<file path="src/rtl/axi_lite_wr_arbiter.sv">
// rtl/axi_lite_wr_arbiter.sv - two-master AXI4-Lite write-channel round-robin arbiter
module axi_lite_wr_arbiter #(
    parameter int ADDR_W = 32,
    parameter int DATA_W = 32
) (
    input  logic                ACLK,
    input  logic                ARESET,
    input  logic                S0_AWVALID,
    output logic                S0_AWREADY,
    input  logic [ADDR_W-1:0]   S0_AWADDR,
    input  logic [2:0]          S0_AWPROT,
    input  logic                S0_WVALID,
    output logic                S0_WREADY,
    input  logic [DATA_W-1:0]   S0_WDATA,
    input  logic [DATA_W/8-1:0] S0_WSTRB,
    output logic                S0_BVALID,
    input  logic                S0_BREADY,
    output logic [1:0]          S0_BRESP,
    input  logic                S1_AWVALID,
    output logic                S1_AWREADY,
    input  logic [ADDR_W-1:0]   S1_AWADDR,
    input  logic [2:0]          S1_AWPROT,
    input  logic                S1_WVALID,
    output logic                S1_WREADY,
    input  logic [DATA_W-1:0]   S1_WDATA,
    input  logic [DATA_W/8-1:0] S1_WSTRB,
    output logic                S1_BVALID,
    input  logic                S1_BREADY,
    output logic [1:0]          S1_BRESP,
    output logic                M_AWVALID,
    input  logic                M_AWREADY,
    output logic [ADDR_W-1:0]   M_AWADDR,
    output logic [2:0]          M_AWPROT,
    output logic                M_WVALID,
    input  logic                M_WREADY,
    output logic [DATA_W-1:0]   M_WDATA,
    output logic [DATA_W/8-1:0] M_WSTRB,
    input  logic                M_BVALID,
    output logic                M_BREADY,
    input  logic [1:0]          M_BRESP,
    output logic                GRANT,
    output logic                BUSY
);

    typedef enum logic [1:0] {
        ST_IDLE      = 2'd0,
        ST_ADDR_DATA = 2'd1,
        ST_RESP      = 2'd2
    } state_t;

    state_t state_q, state_d;
    logic   grant_q, grant_d;
    logic   last_q, last_d;
    logic   aw_done_q, aw_done_d;
    logic   w_done_q, w_done_d;

    logic in_ad, in_resp;
    logic sel_awvalid, sel_wvalid, sel_bready;
    logic aw_ready_g, w_ready_g, b_valid_g;
    logic aw_fire, w_fire, b_fire;

    assign in_ad   = (state_q == ST_ADDR_DATA);
    assign in_resp = (state_q == ST_RESP);

    assign sel_awvalid = grant_q ? S1_AWVALID : S0_AWVALID;
    assign sel_wvalid  = grant_q ? S1_WVALID  : S0_WVALID;
    assign sel_bready  = grant_q ? S1_BREADY  : S0_BREADY;

    assign M_AWADDR = grant_q ? S1_AWADDR : S0_AWADDR;
    assign M_AWPROT = grant_q ? S1_AWPROT : S0_AWPROT;
    assign M_WDATA  = grant_q ? S1_WDATA  : S0_WDATA;
    assign M_WSTRB  = grant_q ? S1_WSTRB  : S0_WSTRB;

    // Once a channel has handshaken it is masked off so the slave never sees it twice.
    assign M_AWVALID  = in_ad & sel_awvalid & ~aw_done_q;
    assign M_WVALID   = in_ad & sel_wvalid & ~w_done_q;
    assign aw_ready_g = in_ad & M_AWREADY & ~aw_done_q;
    assign w_ready_g  = in_ad & M_WREADY & ~w_done_q;
    assign aw_fire    = M_AWVALID & M_AWREADY;
    assign w_fire     = M_WVALID & M_WREADY;

    assign M_BREADY  = in_resp & sel_bready;
    assign b_valid_g = in_resp & M_BVALID;
    assign b_fire    = b_valid_g & sel_bready;

    assign S0_AWREADY = aw_ready_g & ~grant_q;
    assign S1_AWREADY = aw_ready_g & grant_q;
    assign S0_WREADY  = w_ready_g & ~grant_q;
    assign S1_WREADY  = w_ready_g & grant_q;
    assign S0_BVALID  = b_valid_g & ~grant_q;
    assign S1_BVALID  = b_valid_g & grant_q;
    assign S0_BRESP   = (in_resp & ~grant_q) ? M_BRESP : 2'b00;
    assign S1_BRESP   = (in_resp & grant_q) ? M_BRESP : 2'b00;

    assign GRANT = grant_q;
    assign BUSY  = (state_q != ST_IDLE);

    always_comb begin
        state_d   = state_q;
        grant_d   = grant_q;
        last_d    = last_q;
        aw_done_d = aw_done_q;
        w_done_d  = w_done_q;
        case (state_q)
            ST_IDLE: begin
                if (S0_AWVALID | S1_AWVALID) begin
                    // On a tie the master that was not served last goes first.
                    grant_d   = (S0_AWVALID & S1_AWVALID) ? ~last_q : S1_AWVALID;
                    aw_done_d = 1'b0;
                    w_done_d  = 1'b0;
                    state_d   = ST_ADDR_DATA;
                end
            end
            ST_ADDR_DATA: begin
                aw_done_d = aw_done_q | aw_fire;
                w_done_d  = w_done_q | w_fire;
                if ((aw_done_q | aw_fire) & (w_done_q | w_fire)) begin
                    state_d = ST_RESP;
                end
            end
            ST_RESP: begin
                if (b_fire) begin
                    last_d  = grant_q;
                    state_d = ST_IDLE;
                end
            end
            default: state_d = ST_IDLE;
        endcase
    end

    always_ff @(posedge ACLK) begin
        if (ARESET) begin
            state_q   <= ST_IDLE;
            grant_q   <= 1'b0;
            last_q    <= 1'b1;
            aw_done_q <= 1'b0;
            w_done_q  <= 1'b0;
        end else begin
            state_q   <= state_d;
            grant_q   <= grant_d;
            last_q    <= last_d;
            aw_done_q <= aw_done_d;
            w_done_q  <= w_done_d;
        end
    end

endmodule

</file>
<file path="config.mk">
export PLATFORM = sky130hd
export DESIGN_NAME = axi_lite_wr_arbiter
export DESIGN_NICKNAME = d
export VERILOG_FILES = /design/src/rtl/axi_lite_wr_arbiter.sv
export SDC_FILE = /design/constraint.sdc
export NUM_CORES = 1
export LEC_CHECK = 0
export ABC_AREA = 0
export BUFFER_PORTS_ARGS = -buffer_cell sky130_fd_sc_hd__buf_2
export CAP_MARGIN = 20
export CELL_PAD_IN_SITES_DETAIL_PLACEMENT = 0
export CELL_PAD_IN_SITES_GLOBAL_PLACEMENT = 1
export CORE_MARGIN = 8
export CORE_UTILIZATION = 14
export CTS_CLUSTER_SIZE = 28
export DETAILED_ROUTE_END_ITERATION = 16
export HOLD_SLACK_MARGIN = 0.06
export PLACE_DENSITY_LB_ADDON = 0.1
export SLEW_MARGIN = 20
export SYNTH_ARGS = -nofsm -noshare
export SYNTH_HDL_FRONTEND = slang
export SYNTH_SLANG_ARGS = --single-unit
export TNS_END_PERCENT = 20
</file>
<file path="constraint.sdc">
create_clock -name ACLK -period 1.4 [get_ports ACLK]
set_input_delay 0 -clock ACLK [delete_from_list [all_inputs] [get_ports ACLK]]
set_output_delay 0 -clock ACLK [all_outputs]
set_load 0.01 [all_outputs]
</file>
Word-level counts from Yosys, hierarchy flattened

Cells that the tools add are included.

Input port bits: 155
Output and inout bits: 86
Register bits: 6
Word-level logic and storage cells: 64

Reduce and logical (&&, ||, !) cells: 7
Equality and inequality tests: 5
Muxes and demuxes: 17
Bitwise operators: 30

Operators by type and width:

| kind               | number |
|---|---|
| $mux 32            | 2 |
| $and 1x1->1        | 23 |
| $mux 2             | 5 |
| $pmux 2 s3         | 1 |
| $reduce_and 2->1   | 3 |
| $mux 1             | 5 |
| $mux 4             | 1 |
| $ne 2x1->1 const B | 2 |
| $not 1->1          | 4 |
| $pmux 1 s2         | 2 |
| $reduce_bool 2->1  | 2 |
| $mux 3             | 1 |
| $or 1x1->1         | 3 |
| $reduce_and 3->1   | 1 |
| $eq 2x1->1 const B | 1 |
| $eq 2x2->1 const B | 1 |
| $logic_not 2->1    | 1 |
| $ne 2x2->1 const B | 1 |

Depth between registers and ports, before layout

Depth in word-level cells: 8
Mapped depth: 5
Gate-level depth less buffers: 4

Least setup slack after synthesis

No wires, ideal clock.

Path kind: register to register
Start point: reg grant_q (netlist: GRANT)
End point: reg last_q
Library setup time: 0.122 ns
Path buffers: 1
Path slack: 0.095 ns
Clock period less this slack: 1.305 ns
Required time: 1.278 ns
Data arrival time: 1.182 ns
Stages on the path, launching flop included: 6
Cells stage by stage: dfxtp_1 buf_4 mux2i_1 nor2_2 a21boi_1 a311o_1

Word-level cells in the longest chain between the ends: 3

Ends and longest elaborated chain:

| what                              | RTL line | RTL |
|---|---|---|
| start, declared                   | 52       | `logic grant_q, grant_d;` |
| start signal, assigned            | 140      | `grant_q <= grant_d;` |
| $mux 1                            | 67       | `assign sel_bready = grant_q ? S1_BREADY : S0_BREADY;` |
| $and 1x1->1                       | 84       | `assign b_fire = b_valid_g & sel_bready;` |
| $reduce_and 2->1 (no source line) | -        |  |
| end signal, assigned              | 141      | `last_q <= last_d;` |
| end, declared                     | 53       | `logic last_q, last_d;` |

Parallel ways exist; a longest one is shown, timed or not.
A chain may end at the register's enable or synchronous reset.

Worst setup path after layout

Start point: reg grant_q (netlist: GRANT)
End point: out M_AWADDR[30]

Word-level cells in the longest chain between the ends: 1

Ends and longest elaborated chain:

| what          | RTL line | RTL |
|---|---|---|
| $mux 32       | 69       | `assign M_AWADDR = grant_q ? S1_AWADDR : S0_AWADDR;` |
| end, declared | 32       | `output logic [ADDR_W-1:0] M_AWADDR,` |

Every way passes these cells.

==> results by group <==
GRT
  • Grt met3 use: 3.26%
  • Vias in the first global route: 2077
  • Global Route met2 Usage: ~22%
  • First-pass GRT wire length: roughly 11000 µm
  • Total congestion overflow: 0
  • Antenna violations before repair: 0
  • Gr usage total: between 10% and 20%
  • GRT met1 Usage: roughly 12%
  • Busiest grt layer: met2
  • Largest net degree at the start of global routing: 46

Yosys
  • Synth Flop Type: dfxtp_1
  • Largest cells by area after synthesis: mux2_2 (65%), dfxtp_1 (9.7%), nor2_1 (3.9%)
  • Post-synthesis register bit count: 6
  • Seq/Total Area, Yosys: 9.70%
  • Cells after synthesis: 133
  • Number of synthesized flops with an enable pin: 0
  • Post-synthesis cell area: 1240 µm²
  • Syn nets: 288
  • Post-synthesis async set-or-reset flop share: 0%
  • Syn avg cell area: 9.31 µm²
  • Yosys warns: 0
  • Distinct cells, synth: 24
  • Top-area cell type share of the netlist area: 64.5%
  • Cell taking the most area after synthesis: mux2_2

Finish
  • Filler Cell Count: 932
  • Non-Filler Instances: 484
  • P&R area growth vs syn: 120%
  • Area of the multi-input gates: 1070 µm²
  • Reg area: 124 µm²
  • Final #Nets: 532
  • Core Util, Final: 31.6%
  • Share of layout cells above drive strength 1: about 87%
  • Final instance area: 2730 µm²
  • Ant. Diodes: 0

Routing
  • First drt pass iteration count: 4
  • Iter 0 DRT Violations: 58
  • DR WL/cell: 16.8 µm
  • Routed Wire Length: around 8200 µm
  • Drt via density: 4.04
  • DR vias: 1956
  • Antenna Violating Nets Remaining: 0
  • Post-route DRC: 0

Min path
  • Hold Crit Class: in2reg

Run
  • Maxcap violations: 0

Placed design
  • Placed inst area: 2560 µm²
  • IO buf count: 240
  • Placer Congestion: between 0.8 and 0.9
  • Detailed placer's ending HPWL: 7270 µm
  • Placed cell count: 474
  • Dpl ws: about 160 ps

Pwr
  • Pwr Total: 1.45 mW
  • Lkg Pwr: ~1.5 nW
  • PwrDens: 532 nW/µm²
  • Peak VDD IR: 221 µV

Clock tree
  • CTS Buf Count: 3
  • Clk sinks: 6
  • CTS H-Tree Depth: 1
  • CTS tree: done
  • Clock Tree Buf Depth: 2
  • Root Buffer: clkbuf_8
  • Worst skew pair latency: 230 ps
  • Clock-pin transition on the worst setup and hold timing paths: 40 ps

Worst setup path
  • Critical path launch point type: flop
  • CP arrival: 1400 ps
  • Crit end category: output port
  • Maximum fanout along the worst path: 23
  • Critical path class: reg2out
  • CP Data Required Time: 1400 ps

Timing
  • Fin worst setup slack: 0.248 ps
  • Pins over their slew limit: 0
  • Final min period: 1400 ps
  • Worst slew pin tran: ~390 ps
  • Rel. slew slack: 73.8%
  • WHS: 76.8 ps
  • Fin crit share: between 90% and 100%
  • Endpoints failing hold: 0
  • Clock skew: 4.47 ps
  • Final setup viols: 0
  • Setup TNS: 0 ps
  • Unrepaired setup endpoints after global routing: yes
  • Fmax: 0.714 GHz

Die
  • # IOs: 241
  • Die W: 110 µm
  • Effective utilization at floorplan: 14.3%
  • Die ar.: approximately 12000 µm²
  • Std cell rows: 34
  • Die Y: around 110 µm
  • Core area: 8640 µm²

Outcome
  • Outcome: completed
==> kinds of logic (layout without fill, tap and decap cells) <==
family | after synthesis | after routing | share of synthesized area [%]
DFF | 6 | 6 | 9.70
buffers and inverters | 11 | 254 | 4.65
muxes | 74 | 74 | 67.0
AOI/OAI and AO/OA | 10 | 10 | 5.76
and+or+nand+nor | 32 | 32 | 12.9
==> sequential cells by signal (all words and copies together) (netlist names) <==
name / count
last_q: 1
w_done_q: 1
state_q: 2
GRANT: 1
aw_done_q: 1
==> per-layer routing <==
metal	part of all wire (%)	wire, µm	vias to the layer above
met4	0.72	59	0
met1	33	2720	843
met2	52	4270	131
met3	14	1110	5
met5	0	0	-
li1	-	-	977
==> final timing paths <==
path / cells after the start / from / slack [ps] / to
setup / recovery: 4 / GRANT / 0.2 / M_AWADDR[30]
hold / removal: 2 / M_BVALID / 80 / last_q
setup reg to reg: 5 / GRANT / 90 / last_q
hold reg to reg: 3 / last_q / 560 / GRANT
==> cells in the mapped netlist, types with 2 or more instances <==
cell and n:
nand2b_1 6, nand2_1 3, buf_2 7, nor3b_1 2, buf_4 2, nor2_1 13, nand3b_1 2, a21oi_1 2
dfxtp_1 6, mux2i_1 3, nor3_1 4, mux2_2 71
==> report_power, final <==
group	switching (mW)	leakage (nW)	internal [mW]	total (mW)
registers	0.0187	0.0497	0.183	0.202
clock network	0.0924	0.0228	0.197	0.290
logic	0.416	1.40	0.545	0.961
total	0.528	1.47	0.925	1.45
==> cells in the final DEF, fill, tap and decap left out, types with 2 or more instances in the layout <==
cell type,count
dfxtp_1,5
dlygate4sd3_1,2
buf_12,3
nand3b_1,2
clkbuf_8,3
nor3b_1,2
nand2b_1,6
mux2_2,71
buf_2,240
a21oi_1,2
mux2i_1,2
nand2_1,3
nor2_1,13
nor3_1,3
==> timing repair <==
| item | in CTS | in global routing |
|---|---|---|
| gates resized for setup | 2 | 7 |
| cloned | 0 | 1 |
| hold buffers | 2 | 0 |
| endpoints found under the setup margin | 60 | 72 |
| endpoints found under the hold margin | 2 | 0 |
| buffers inserted | 0 | 3 |
==> final cells by class <==
class | count | area share (%)
clock buffer | 4 | 1.65
inverter | 1 | 0.137
multi-input combinational | 116 | 39.2
sequential | 6 | 4.54
tap | 108 | 4.95
timing repair buffer | 249 | 49.5
==> worst max-delay path, cell delays in order, from the launching register on <==
cell and delay, ps:
dfxtp_4 370, buf_12 130, buf_16 170, mux2_2 350, buf_2 140
(Power assumes the default switching activity.)
